--- config.mk ---
export PLATFORM = sky130hd
export DESIGN_NAME = step_trigger_voice
export DESIGN_NICKNAME = d
export VERILOG_FILES = /design/src/rtl/step_trigger_voice.sv
export SDC_FILE = /design/constraint.sdc
export NUM_CORES = 1
export LEC_CHECK = 0
export BUFFER_PORTS_ARGS = -buffer_cell sky130_fd_sc_hd__buf_2
export CAP_MARGIN = 20
export CORE_ASPECT_RATIO = 1.1
export CORE_MARGIN = 2
export CORE_UTILIZATION = 62
export CTS_BUF_LIST = sky130_fd_sc_hd__clkbuf_8
export CTS_CLUSTER_SIZE = 25
export DETAILED_ROUTE_END_ITERATION = 16
export PLACE_DENSITY = 0.82
export SETUP_SLACK_MARGIN = 0.3
export SKIP_CTS_REPAIR_TIMING = 1
export SLEW_MARGIN = 40
export SYNTH_ARGS = -nofsm -noshare
export SYNTH_HDL_FRONTEND = slang
export SYNTH_SLANG_ARGS = --single-unit
--- constraint.sdc ---
create_clock -name clk -period 2.1 [get_ports clk]
set_input_delay 0.21 -clock clk [delete_from_list [all_inputs] [get_ports clk]]
set_output_delay 0.21 -clock clk [all_outputs]
set_load 0.02 [all_outputs]
--- src/rtl/step_trigger_voice.sv ---
// Drum-hit voice: samples one pattern tap on each step strobe and plays a fixed-length square-wave burst.
// Optional falling-pitch sweep is enabled with the PITCH_SWEEP_EN macro.
module step_trigger_voice #(
    parameter int WIDTH       = 16,
    parameter int TAP         = 0,
    parameter int DIV_WIDTH   = 24,
    parameter int HALF_PERIOD = 13636,
    parameter int BURST_WIDTH = 24,
    parameter int BURST_LEN   = 1200000,
    parameter int SWEEP_STEP  = 8
) (
    input  logic             clk,
    input  logic             rst,
    input  logic             step,
    input  logic [WIDTH-1:0] pattern,
    output logic             gate,
    output logic             audio_out,
    output logic             hit
);

    localparam logic [0:0] ST_IDLE = 1'b0;
    localparam logic [0:0] ST_PLAY = 1'b1;

    localparam logic [DIV_WIDTH-1:0]   PERIOD_INIT = DIV_WIDTH'(HALF_PERIOD);
    localparam logic [BURST_WIDTH-1:0] BURST_LAST  = BURST_WIDTH'(BURST_LEN - 1);

    logic [0:0]             state;
    logic [BURST_WIDTH-1:0] burst_cnt;
    logic [DIV_WIDTH-1:0]   half_cnt;
    logic [DIV_WIDTH-1:0]   period;
    logic                   audio_q;
    logic                   hit_q;

    logic trigger;
    logic burst_done;
    logic half_wrap;

    assign trigger    = step & pattern[TAP];
    assign burst_done = (burst_cnt == BURST_LAST);
    assign half_wrap  = (half_cnt == period - DIV_WIDTH'(1));

`ifdef PITCH_SWEEP_EN
    logic [DIV_WIDTH:0]   period_sum;
    logic [DIV_WIDTH-1:0] period_swept;

    // Carry out of the widened sum means the period would overflow; pin it at all-ones.
    assign period_sum   = {1'b0, period} + (DIV_WIDTH + 1)'(SWEEP_STEP);
    assign period_swept = period_sum[DIV_WIDTH] ? '1 : period_sum[DIV_WIDTH-1:0];

    always_ff @(posedge clk or posedge rst) begin
        if (rst) begin
            period <= PERIOD_INIT;
        end else if (trigger) begin
            period <= PERIOD_INIT;
        end else if (state == ST_PLAY && !burst_done && half_wrap) begin
            period <= period_swept;
        end
    end
`else
    logic [31:0] sweep_step_unused;

    assign period            = PERIOD_INIT;
    assign sweep_step_unused = SWEEP_STEP;
`endif

    // NOTE: every register here updates with <= so all of them see the same pre-edge values of each other.
    always_ff @(posedge clk or posedge rst) begin
        if (rst) begin
            state     <= ST_IDLE;
            burst_cnt <= '0;
            half_cnt  <= '0;
            audio_q   <= 1'b0;
            hit_q     <= 1'b0;
        end else begin
            hit_q <= trigger;
            if (trigger) begin
                // A retrigger always wins, even on the last gate-high cycle, and restarts the phase high.
                state     <= ST_PLAY;
                burst_cnt <= '0;
                half_cnt  <= '0;
                audio_q   <= 1'b1;
            end else if (state == ST_PLAY) begin
                if (burst_done) begin
                    state     <= ST_IDLE;
                    burst_cnt <= '0;
                    half_cnt  <= '0;
                    audio_q   <= 1'b0;
                end else begin
                    burst_cnt <= burst_cnt + BURST_WIDTH'(1);
                    if (half_wrap) begin
                        half_cnt <= '0;
                        audio_q  <= ~audio_q;
                    end else begin
                        half_cnt <= half_cnt + DIV_WIDTH'(1);
                    end
                end
            end
        end
    end

    assign gate      = (state == ST_PLAY);
    assign audio_out = audio_q;
    assign hit       = hit_q;

endmodule

# After elaboration in Yosys (flattened, before gate mapping)
# Index checks and enable logic that the tools add are counted.
# W data, S select, Z words.
dict set report op_classes {
  reduce_logical 3
  mux 14
  bitwise_logic 2
  addsub 2
  eq_ne 2
}
# op count
set ops {}
lappend ops {{$mux W24} 7}
lappend ops {{$add A24 B1 Y24 const B} 2}
lappend ops {{$eq A24 B14 Y1 const B} 1}
lappend ops {{$eq A24 B21 Y1 const B} 1}
lappend ops {{$mux W1} 7}
lappend ops {{$reduce_bool A3 Y1} 1}
lappend ops {{$reduce_and A2 Y1} 1}
lappend ops {{$reduce_bool A2 Y1} 1}
lappend ops {{$and A1 B1 Y1} 1}
lappend ops {{$not A1 Y1} 1}
dict set report word_totals {
  reg_bits 51
  output_inout_bits 3
  input_bits 19
}

# Depth between registers and ports, before layout
# Gate-level depths: netlist of run 1.
dict set report logic_depth {
  word_depth 5
  depth_mapped 7
}

# Worst setup path after synthesis of run 1
# No wires, ideal clock.
dict set report synth_timing {
  path_kind {register to register}
  startpoint {reg state (netlist: gate)}
  endpoint {reg half_cnt[10]}
  stages_incl_launch_ff 8
  slack_ns 0.262
  t_arrival_ns 1.716
  required_ns 1.979
  synth_period_minus_slack_ns 1.838
  path_cell_list {dfrtp_1 > buf_2 > inv_1 > or3_1 > o21ai_1 > a21o_1 > buf_2 > nor2_1}
}
dict set report synth_between {
  elab_chain_cells 1
}
# element line_no
set synth_lines {}
lappend synth_lines {{from (decl)} 27} ;# logic [0:0] state;
lappend synth_lines {{from (signal assigned)} 69} ;# state <= ST_IDLE;
lappend synth_lines {{from (signal assigned)} 78} ;# state <= ST_PLAY;
lappend synth_lines {{from (signal assigned)} 84} ;# state <= ST_IDLE;
lappend synth_lines {{$reduce_bool A2 Y1 (no line)} -}
lappend synth_lines {{to (signal assigned)} 94} ;# half_cnt <= half_cnt + DIV_WIDTH'(1);
lappend synth_lines {{to (decl)} 29} ;# logic [DIV_WIDTH-1:0] half_cnt;
# No other way between the ends.
# A chain may end at the register's enable or synchronous reset.

# Worst setup path in the final report of run 1
dict set report layout_timing {
  startpoint {reg burst_cnt[0]}
  endpoint {reg audio_q (netlist: audio_out)}
}
dict set report layout_between {
  elab_chain_cells 4
  word_cells_on_any_way 6
  cone_classes {eq/ne (1); mux (3); reduce/logical (2)}
}
# element line_no
set layout_lines {}
lappend layout_lines {{from (decl)} 28} ;# logic [BURST_WIDTH-1:0] burst_cnt;
lappend layout_lines {{from (signal assigned)} 89} ;# burst_cnt <= burst_cnt + BURST_WIDTH'(1);
lappend layout_lines {{$eq A24 B21 Y1 (*)} 39} ;# assign burst_done = (burst_cnt == BURST_LAST);
lappend layout_lines {{$mux W1} 83} ;# if (burst_done) begin
lappend layout_lines {{$mux W1} 82} ;# end else if (state == ST_PLAY) begin
lappend layout_lines {{$mux W1} 76} ;# if (trigger) begin
lappend layout_lines {{to (signal assigned)} 92} ;# audio_q <= ~audio_q;
lappend layout_lines {{to (decl)} 31} ;# logic audio_q;
# Every way passes the cells marked *; elsewhere a longest branch is shown, timed or not. The select of a mux whose other input is x is not followed.

==> run summary, run 1 <==
# clock sinks = 51
Crit Reg-Reg Endpoint = audio_out
Yosys top cell by area = dfrtp_1
DRT iter0 DRCs = 150
Area contributors post-synth = dfrtp_1, xor2_1, nor2_1
Port Buffers = 6
Detailed Place HPWL = 3720 um
worst vdd ir = 0.425 mV
first-pass detailed-route iteration total = 5
worst-path fanout max = 5
Async S/R FF share, synth = 100%
Starting Density = 63.4%
Hold WC Path Type = in2async
commonest cells after routing, fill and taps aside = nor2_1, dfrtp_1, xor2_1, nand3_1, nand2_1
largest net degree at the start of global routing = 52
commonest non-fill, non-tap cell in the layout = nor2_1
P_leak = 1.35 nW
first-pass GRT wire length = 9280 um
area growth from synthesis to layout = 12.8%
I/O pin cnt = 22
DR DRC count = 0
Clock Pin Slew Worst Setup and Hold Paths = 100 ps
worst reg2reg setup slack = 240 ps
Synth Instances = 280
Area after DPL = 0.00283 sq mm
cell area after layout = 0.00302 sq mm
skew final = 12.2 ps
r2r startpoint = burst_cnt[0]
Die H = 72.9 um
Synth Area in Simple Gates = 31.7%
yosys warns = 0
fin. max-slew vios = 0
syn avg cell area = 9.56 sq um
layout cells sized above 1 = 15.7%
CTS tree = built
ant diodes = 0
WHS = 47.8 ps
vias in the first global route = 2053
RD Place Congestion = 0.846
CTS Buf Count = 5
die footprint = 0.00486 sq mm
syn_nets = 301
Max Clk Rate = 0.537 GHz
CP endpoint kind = flip-flop
Clock Path Buffers = 2
post-synthesis register bit count = 51
Routed Antenna Nets = 0
gr ovfl total = 0
mean routed wirelength per cell = 16.1 um
Setup-failing EPs final = 0
Total Routing Usage GR = 25.1%
Crit path arrival time = 2060 ps
XOR/XNOR Fraction of Synth Area = 13.4%
adder-cell share of the synthesized area = 0.935%
WP data required = 2290 ps
Tcrit/Tclk final = 88.7%
initial antenna violation count = 0
commonest register cell after synthesis = dfrtp_1
H-tree depth = 2
clk root buf = clkbuf_8
Period minus WS final = 1860 ps
crit path launch type = flip-flop
largest family of logic cells by synthesized area = simple AND/OR/NAND/NOR gates
Rows = 25
sequential fraction of the synthesis area = 47.7%
Final Hold Fails = 0
DR vias = 2168
Netlist cell types = 38
r2r worst-path depth = 7
setup TNS = 0 ps
drt via density = 6.14
Synth Cell Area = 0.00268 sq mm
clk_lat worst skew = 310 ps
post-synthesis mux area share = 0%
RSZ-0062 raised after global routing = yes
Nets = 319
run status = finished, final reports clean
power density over the cells = 625 mW/mm^2
max cap viols = 0
die span in x = 66.6 um
Fillers = 333
area fraction in compound gates after synthesis = 4.30%
Post-synth EDFFs = 0
total core area = 0.00422 sq mm
WS Path Type = reg2reg
post-synth top area share = 47.7%
final WL = 5680 um
Slew headroom = 56.9%
worst slew pin tran = 647 ps
## registers in the layout, indices dropped and copies added (netlist names)
signal / flops
burst_cnt: 24
half_cnt: 24
audio_out: 1
gate: 1
hit: 1
## worst max-delay path by stage
stage,start,to,slack [ps],cells after the start
2_1_floorplan,burst_cnt[15],audio_out,280,6
6_report,burst_cnt[0],audio_out,240,7
3_3_place_gp,burst_cnt[0],audio_out,210,7
3_5_place_dp,burst_cnt[0],audio_out,190,7
5_1_grt,burst_cnt[0],audio_out,130,7
4_1_cts,burst_cnt[0],audio_out,160,7
## cell families (layout without fill, tap and decap cells)
group,count (synthesis),after routing
xor+xnor,41,41
compound gates,17,17
fa+ha+maj,2,2
flops,51,51
buf+inv,13,32
simple gates,156,156
## critical path, cell delays in order (launching register included)
cell and delay, ps:
dfrtp_1 450, ha_4 190, nor4bb_4 210, nand4_1 220, o31ai_2 260, buf_4 160
nor4_2 40, a211o_1 220
## power by group
group	total [W]	switching [W]	internal [W]
clock network	0.000551	0.000323	0.000229
registers	0.00112	0.0000865	0.00104
logic	0.000213	0.000113	0.000100
total	0.00189	0.000522	0.00136
## per-stage QoR
stage	total power [W]	setup slack (ps)	cells	utilization (%)
3_5_place_dp	0.00132	193	342	67.1
2_1_floorplan	0.00126	279	280	-
6_report	0.00189	238	353	71.5
5_1_grt	0.00198	128	353	71.5
4_1_cts	0.00186	155	350	69.1
3_3_place_gp	0.00131	213	342	67.1
## final cells by class
class,count,area [sq um],area share [%]
clock inverters,3,16.3,0.539
well taps,54,67.6,2.24
inverters,4,15.0,0.498
clock buffers,5,68.8,2.28
flip-flops and latches,51,1280,42.4
multi-input cells,216,1420,47.2
repair buffers,20,148,4.89
## routing by layer
layer | vias to the layer above | wire length (um) | part of all wire, % | track usage, %
met5 | - | 0 | 0 | 0
met4 | 0 | 94 | 1.7 | 8.39
met3 | 9 | 172 | 3.0 | 5.09
met2 | 34 | 2950 | 52 | 43.4
met1 | 1097 | 2460 | 43 | 31.2
li1 | 1028 | - | - | -
## synth_stat cells, types with 3 or more instances
cell / instances
o21ai_0: 4
nor3_1: 5
nor4_1: 5
xnor2_1: 9
buf_2: 4
inv_1: 4
nor2_1: 51
xor2_1: 32
nand4_1: 19
dfrtp_1: 51
nor4b_1: 3
nand2_1: 21
o31ai_1: 3
and3_1: 8
nor3b_1: 3
nand3_1: 22
and4_1: 4
a21o_1: 3
clkbuf_1: 5
nor4bb_1: 4
No activity file was read; power rests on OpenSTA's default activity.
==> inputs of run 2 (changes only) <==
--- a/config.mk
+++ b/config.mk
@@ -9,11 +9,10 @@
 export CAP_MARGIN = 20
 export CORE_ASPECT_RATIO = 1.1
 export CORE_MARGIN = 2
-export CORE_UTILIZATION = 62
-export CTS_BUF_LIST = sky130_fd_sc_hd__clkbuf_8
+export CORE_UTILIZATION = 59
 export CTS_CLUSTER_SIZE = 25
 export DETAILED_ROUTE_END_ITERATION = 16
-export PLACE_DENSITY = 0.82
+export PLACE_DENSITY = 0.79
 export SETUP_SLACK_MARGIN = 0.3
 export SKIP_CTS_REPAIR_TIMING = 1
 export SLEW_MARGIN = 40
==> run 2 against run 1 <==
Die area grew 4.8%. Design area grew 2.0%. Sequential share of layout area shrank 0.87 points. Register-to-register slack lost 30 ps. Largest cell class unchanged. Setup slack lost 25 ps. Non-clock buffer count grew 5. Core utilization shrank 0.16 points. Total power grew 4.4%.
==> run summary, run 2 (synthesis gave the netlist of run 1 again) <==
run status = finished, final reports clean (unchanged)
largest net degree at the start of global routing = 52 (unchanged)
Detailed Place HPWL = 3820 um (was 3720 um)
die footprint = 0.00509 sq mm (was 0.00486 sq mm)
worst-path fanout max = 4 (was 5)
Util after Layout = 71.3% (was 71.5%)
total core area = 0.00432 sq mm (was 0.00422 sq mm)
Tcrit/Tclk final = 89.9% (was 88.7%)
Starting Density = 62.0% (was 63.4%)
Setup-failing EPs final = 0 (unchanged)
power density over the cells = 640 mW/mm^2 (was 625 mW/mm^2)
DRT iter0 DRCs = 168 (was 150)
skew final = 20.7 ps (was 12.2 ps)
DR DRC count = 0 (unchanged)
max cap viols = 0 (unchanged)
Crit path arrival time = 2150 ps (was 2060 ps)
critical path's slowest cell = or4_4 (was dfrtp_1)
Total Routing Usage GR = 25.2% (was 25.1%)
Port Buffers = 6 (unchanged)
die span in x = 68.2 um (was 66.6 um)
Clock Path Buffers = 2 (unchanged)
clk_lat worst skew = 320 ps (was 310 ps)
Area after DPL = 0.00284 sq mm (was 0.00283 sq mm)
drt via density = 6.13 (was 6.14)
Nets = 324 (was 319)
CP endpoint kind = flip-flop (unchanged)
worst slew pin tran = 635 ps (was 647 ps)
fin. max-slew vios = 0 (unchanged)
CTS tree = built (unchanged)
# clock sinks = 51 (unchanged)
initial antenna violation count = 0 (unchanged)
commonest cells after routing, fill and taps aside = nor2_1, dfrtp_1, xor2_1, nand2_1, nand3_1 (was nor2_1, dfrtp_1, xor2_1, nand3_1, nand2_1)
setup TNS = 0 ps (unchanged)
buffers and inverters on the worst path = 1 (unchanged)
vias in the first global route = 2153 (was 2053)
Period minus WS final = 1890 ps (was 1860 ps)
mean routed wirelength per cell = 16.5 um (was 16.1 um)
Final Hold Fails = 0 (unchanged)
final WL = 5910 um (was 5680 um)
Top Registers = burst_cnt x24, half_cnt x24 (unchanged)
clk root buf = clkbuf_8 (unchanged)
CTS Buf Count = 5 (unchanged)
worst vdd ir = 0.379 mV (was 0.425 mV)
Max Clk Rate = 0.530 GHz (was 0.537 GHz)
cell area after layout = 0.00308 sq mm (was 0.00302 sq mm)
layout cells sized above 1 = 18.1% (was 15.7%)
Cell Chain, Critical Path = ha_4, nor4bb_4, nand4_1, o31ai_1, buf_4, or4_4, nand3_2 (was ha_4, nor4bb_4, nand4_1, o31ai_2, buf_4, nor4_2, a211o_1)
I/O pin cnt = 22 (unchanged)
Rows = 25 (unchanged)
WHS = 30.2 ps (was 47.8 ps)
RSZ-0062 raised after global routing = yes (unchanged)
CP max stage delay = 470 ps (was 450 ps)
H-tree depth = 2 (unchanged)
area growth from synthesis to layout = 15.0% (was 12.8%)
Hold WC Path Type = in2async (unchanged)
DR vias = 2194 (was 2168)
Routed Antenna Nets = 0 (unchanged)
first-pass detailed-route iteration total = 4 (was 5)
Die H = 74.6 um (was 72.9 um)
first-pass GRT wire length = 9720 um (was 9280 um)
WS Path Type = reg2reg (unchanged)
crit path launch type = flip-flop (unchanged)
RD Place Congestion = 0.863 (was 0.846)
Clock Pin Slew Worst Setup and Hold Paths = 110 ps (was 100 ps)
P_leak = 1.39 nW (was 1.35 nW)
Final Power = 0.00197 W (was 0.00189 W)
ant diodes = 0 (unchanged)
Slew headroom = 57.7% (was 56.9%)
WP data required = 2360 ps (was 2290 ps)
gr ovfl total = 0 (unchanged)
crit-path leading delay family = simple AND/OR/NAND/NOR gates (was compound AO/OA/AOI/OAI gates)
## run 2: cell count changes in the layout (fill, tap and decap cells not counted), moves of 2 or more
cell	previous run	this run
buf_6	0	2
buf_4	13	16
inv_6	0	2
o21ai_0	4	2
## run 2: worst paths after layout
check	from	end	slack, ps	cells past startpoint
setup / recovery	burst_cnt[1]	burst_cnt[18]	210	7
hold / removal	rst	burst_cnt[8]	30	3
setup reg to reg	burst_cnt[1]	burst_cnt[18]	210	7
hold reg to reg	half_cnt[0]	half_cnt[0]	560	1
max in group asynchronous	rst	burst_cnt[3]	1610	3
min in group clk	pattern[0]	gate	330	3
## run 2: area by class of cell
type | instances | area, sq um
multi-input cells | 216 | 1430
clock buffers | 5 | 68.8
inverters | 4 | 15.0
well taps | 54 | 67.6
fillers | 321 | 1240
clock inverters | 3 | 26.3
flip-flops and latches | 51 | 1280
repair buffers | 25 | 193
## run 2: worst min-delay path, delay by kind of cell
family                 cells  cell delay, ps
buffers and inverters      3             630
## run 2: power breakdown
group | leakage (nW) | total [W] | internal (W) | switching (W)
logic | 0.647 | 0.000235 | 0.000110 | 0.000125
clock network | 0.0491 | 0.000612 | 0.000246 | 0.000366
registers | 0.690 | 0.00112 | 0.00104 | 0.0000854
## run 2: stage by stage
stage	cells	setup slack, ps
floorplan	280	279
global placement	343	198
detailed placement	343	173
CTS	351	133
global route	358	111
finish	358	213
## run 2: layer usage
| metal | vias up | wire length, um | global-route usage [%] |
|---|---|---|---|
| met1 | 1104 | 2510 | 30.9 |
| met3 | 11 | 223 | 5.38 |
| met5 | - | 0 | 0 |
| met4 | 0 | 95 | 8.67 |
| li1 | 1034 | - | - |
| met2 | 45 | 3070 | 43.9 |
==> inputs of run 3 (changes only) <==
--- a/config.mk
+++ b/config.mk
@@ -12,6 +12,7 @@
 export CORE_UTILIZATION = 59
 export CTS_CLUSTER_SIZE = 25
 export DETAILED_ROUTE_END_ITERATION = 16
+export GPL_TIMING_DRIVEN = 0
 export PLACE_DENSITY = 0.79
 export SETUP_SLACK_MARGIN = 0.3
 export SKIP_CTS_REPAIR_TIMING = 1
==> run 3 against run 2 <==
Setup slack lost 38 ps. Sequential power is essentially flat. Critical path depth is the same. Flip-flop and latch count is the same. Global-route usage grew 0.24 points. Die area is the same. Register-to-register slack lost 40 ps.
==> run summary, run 3 (synthesis gave the netlist of run 1 again) <==
run status = finished, final reports clean (unchanged)
WP data required = 2310 ps (was 2360 ps)
CTS tree = built (unchanged)
crit path launch type = flip-flop (unchanged)
Die H = 74.6 um (unchanged)
power density over the cells = 607 mW/mm^2 (was 640 mW/mm^2)
Clock Path Buffers = 2 (unchanged)
CP endpoint kind = flip-flop (unchanged)
r2r startpoint = gate (was burst_cnt[1])
H-tree depth = 2 (unchanged)
die span in x = 68.2 um (unchanged)
Crit path arrival time = 2130 ps (was 2150 ps)
placed cells = 341 (was 343)
CTS Buf Count = 5 (unchanged)
Top Registers = burst_cnt x24, half_cnt x24 (unchanged)
Util after Layout = 74.6% (was 71.3%)
I/O pin cnt = 22 (unchanged)
crit path from = gate (was burst_cnt[1])
Period minus WS final = 1920 ps (was 1890 ps)
# clock sinks = 51 (unchanged)
hold path startpoint = pattern[0]
Starting Density = 62.0% (unchanged)
RSZ-0062 raised after global routing = yes (unchanged)
area growth from synthesis to layout = 20.3% (was 15.0%)
clk root buf = clkbuf_8 (unchanged)
worst-path fanout max = 10 (was 4)
final WL = 6340 um (was 5910 um)
first-pass GRT wire length = 9540 um (was 9720 um)
Routed Antenna Nets = 0 (unchanged)
max cap viols = 0 (unchanged)
initial antenna violation count = 0 (unchanged)
Slew headroom = 62.0% (was 57.7%)
commonest non-fill, non-tap cell in the layout = nor2_1
Rows = 25 (unchanged)
first-pass detailed-route iteration total = 4 (unchanged)
Final Hold Fails = 0 (unchanged)
Detailed Place HPWL = 3860 um (was 3820 um)
WHS = 299 ps (was 30.2 ps)
Setup-failing EPs final = 0 (unchanged)
WS Path Type = reg2reg (unchanged)
drt via density = 6.08 (was 6.13)
layout cells sized above 1 = 23.3% (was 18.1%)
Hold WC Path Type = in2reg (was in2async)
mean routed wirelength per cell = 17.1 um (was 16.5 um)
Nets = 337 (was 324)
Max Clk Rate = 0.520 GHz (was 0.530 GHz)
RD Place Congestion = 0.860 (was 0.863)
Port Buffers = 6 (unchanged)
die footprint = 0.00509 sq mm (unchanged)
Clock Pin Slew Worst Setup and Hold Paths = 100 ps (was 110 ps)
commonest cells after routing, fill and taps aside = nor2_1, dfrtp_1, xor2_1, nand3_1 (was nor2_1, dfrtp_1, xor2_1, nand2_1, nand3_1)
DR vias = 2254 (was 2194)
ant diodes = 0 (unchanged)
total core area = 0.00432 sq mm (unchanged)
gr ovfl total = 0 (unchanged)
worst slew pin tran = 567 ps (was 635 ps)
DRT iter0 DRCs = 192 (was 168)
fin. max-slew vios = 0 (unchanged)
Non-Filler Instances = 371 (was 358)
vias in the first global route = 2113 (was 2153)
largest net degree at the start of global routing = 36 (was 52)
P_leak = 1.41 nW (was 1.39 nW)
clk_lat worst skew = 320 ps (about the same)
Total Routing Usage GR = 25.4% (was 25.2%)
Tcrit/Tclk final = 91.7% (was 89.9%)
skew final = 13.6 ps (was 20.7 ps)
worst vdd ir = 0.413 mV (was 0.379 mV)
DR DRC count = 0 (unchanged)
[run 3: changes by cell type in the layout (fill, tap and decap cells not counted), moves of 4 or more]
cell	delta
dfrtp_2	+9
buf_4	+4
dfrtp_1	-9
clkbuf_4	+4
[run 3: layout make-up]
class / instances / area, sq um
tap: 54 / 67.6
timing repair buffer: 29 / 221
fill: 295 / 1100
clock buffer: 5 / 68.8
multi-input combinational: 216 / 1480
clock inverter: 3 / 20.0
sequential: 51 / 1290
buffer: 9 / 52.6
inverter: 4 / 17.5
[run 3: layer usage]
metal / wire (um) / up-vias / share of wire, % / track usage (%)
li1: - / 1062 / - / -
met1: 2700 / 1111 / 43 / 30.6
met2: 3190 / 64 / 50 / 42.4
met3: 288 / 17 / 4.5 / 4.93
met4: 158 / 0 / 2.5 / 14.7
met5: 0 / - / 0 / 0
[run 3: per-stage QoR]
stage                     setup WS [ps]  instance area, sq um  power, W  setup TNS, ps
after floorplan                     279                  2680   0.00126              0
after global placement             8.35                  2780   0.00131              0
after detailed placement          -50.2                  2810   0.00132          -62.5
after CTS                         -74.0                  2890   0.00191           -102
after global routing               82.4                  3220   0.00204              0
final                               175                  3220   0.00195              0
[run 3: critical path, cell delays in order (launching register included)]
cell,delay [ps]
dfrtp_1,350
clkbuf_4,200
inv_1,130
or3_1,450
o21ai_4,250
a21o_1,160
clkbuf_4,210
nor2_1,70
[run 3: where the power goes]
group	internal [W]	switching (W)	leakage (nW)
sequential	0.00104	0.0000857	0.677
combinational	0.000113	0.000124	0.696
clock	0.000233	0.000358	0.0402
[run 3: final timing paths]
| path | slack, ps | cells after the start | end |
|---|---|---|---|
| max reg2reg | 180 | 7 | half_cnt[11] |
| max | 180 | 7 | half_cnt[11] |
| max in group asynchronous | 1280 | 4 | burst_cnt[9] |
| min reg2reg | 530 | 1 | half_cnt[0] |
| min in group asynchronous | 360 | 3 | half_cnt[2] |
| min | 300 | 4 | half_cnt[1] |
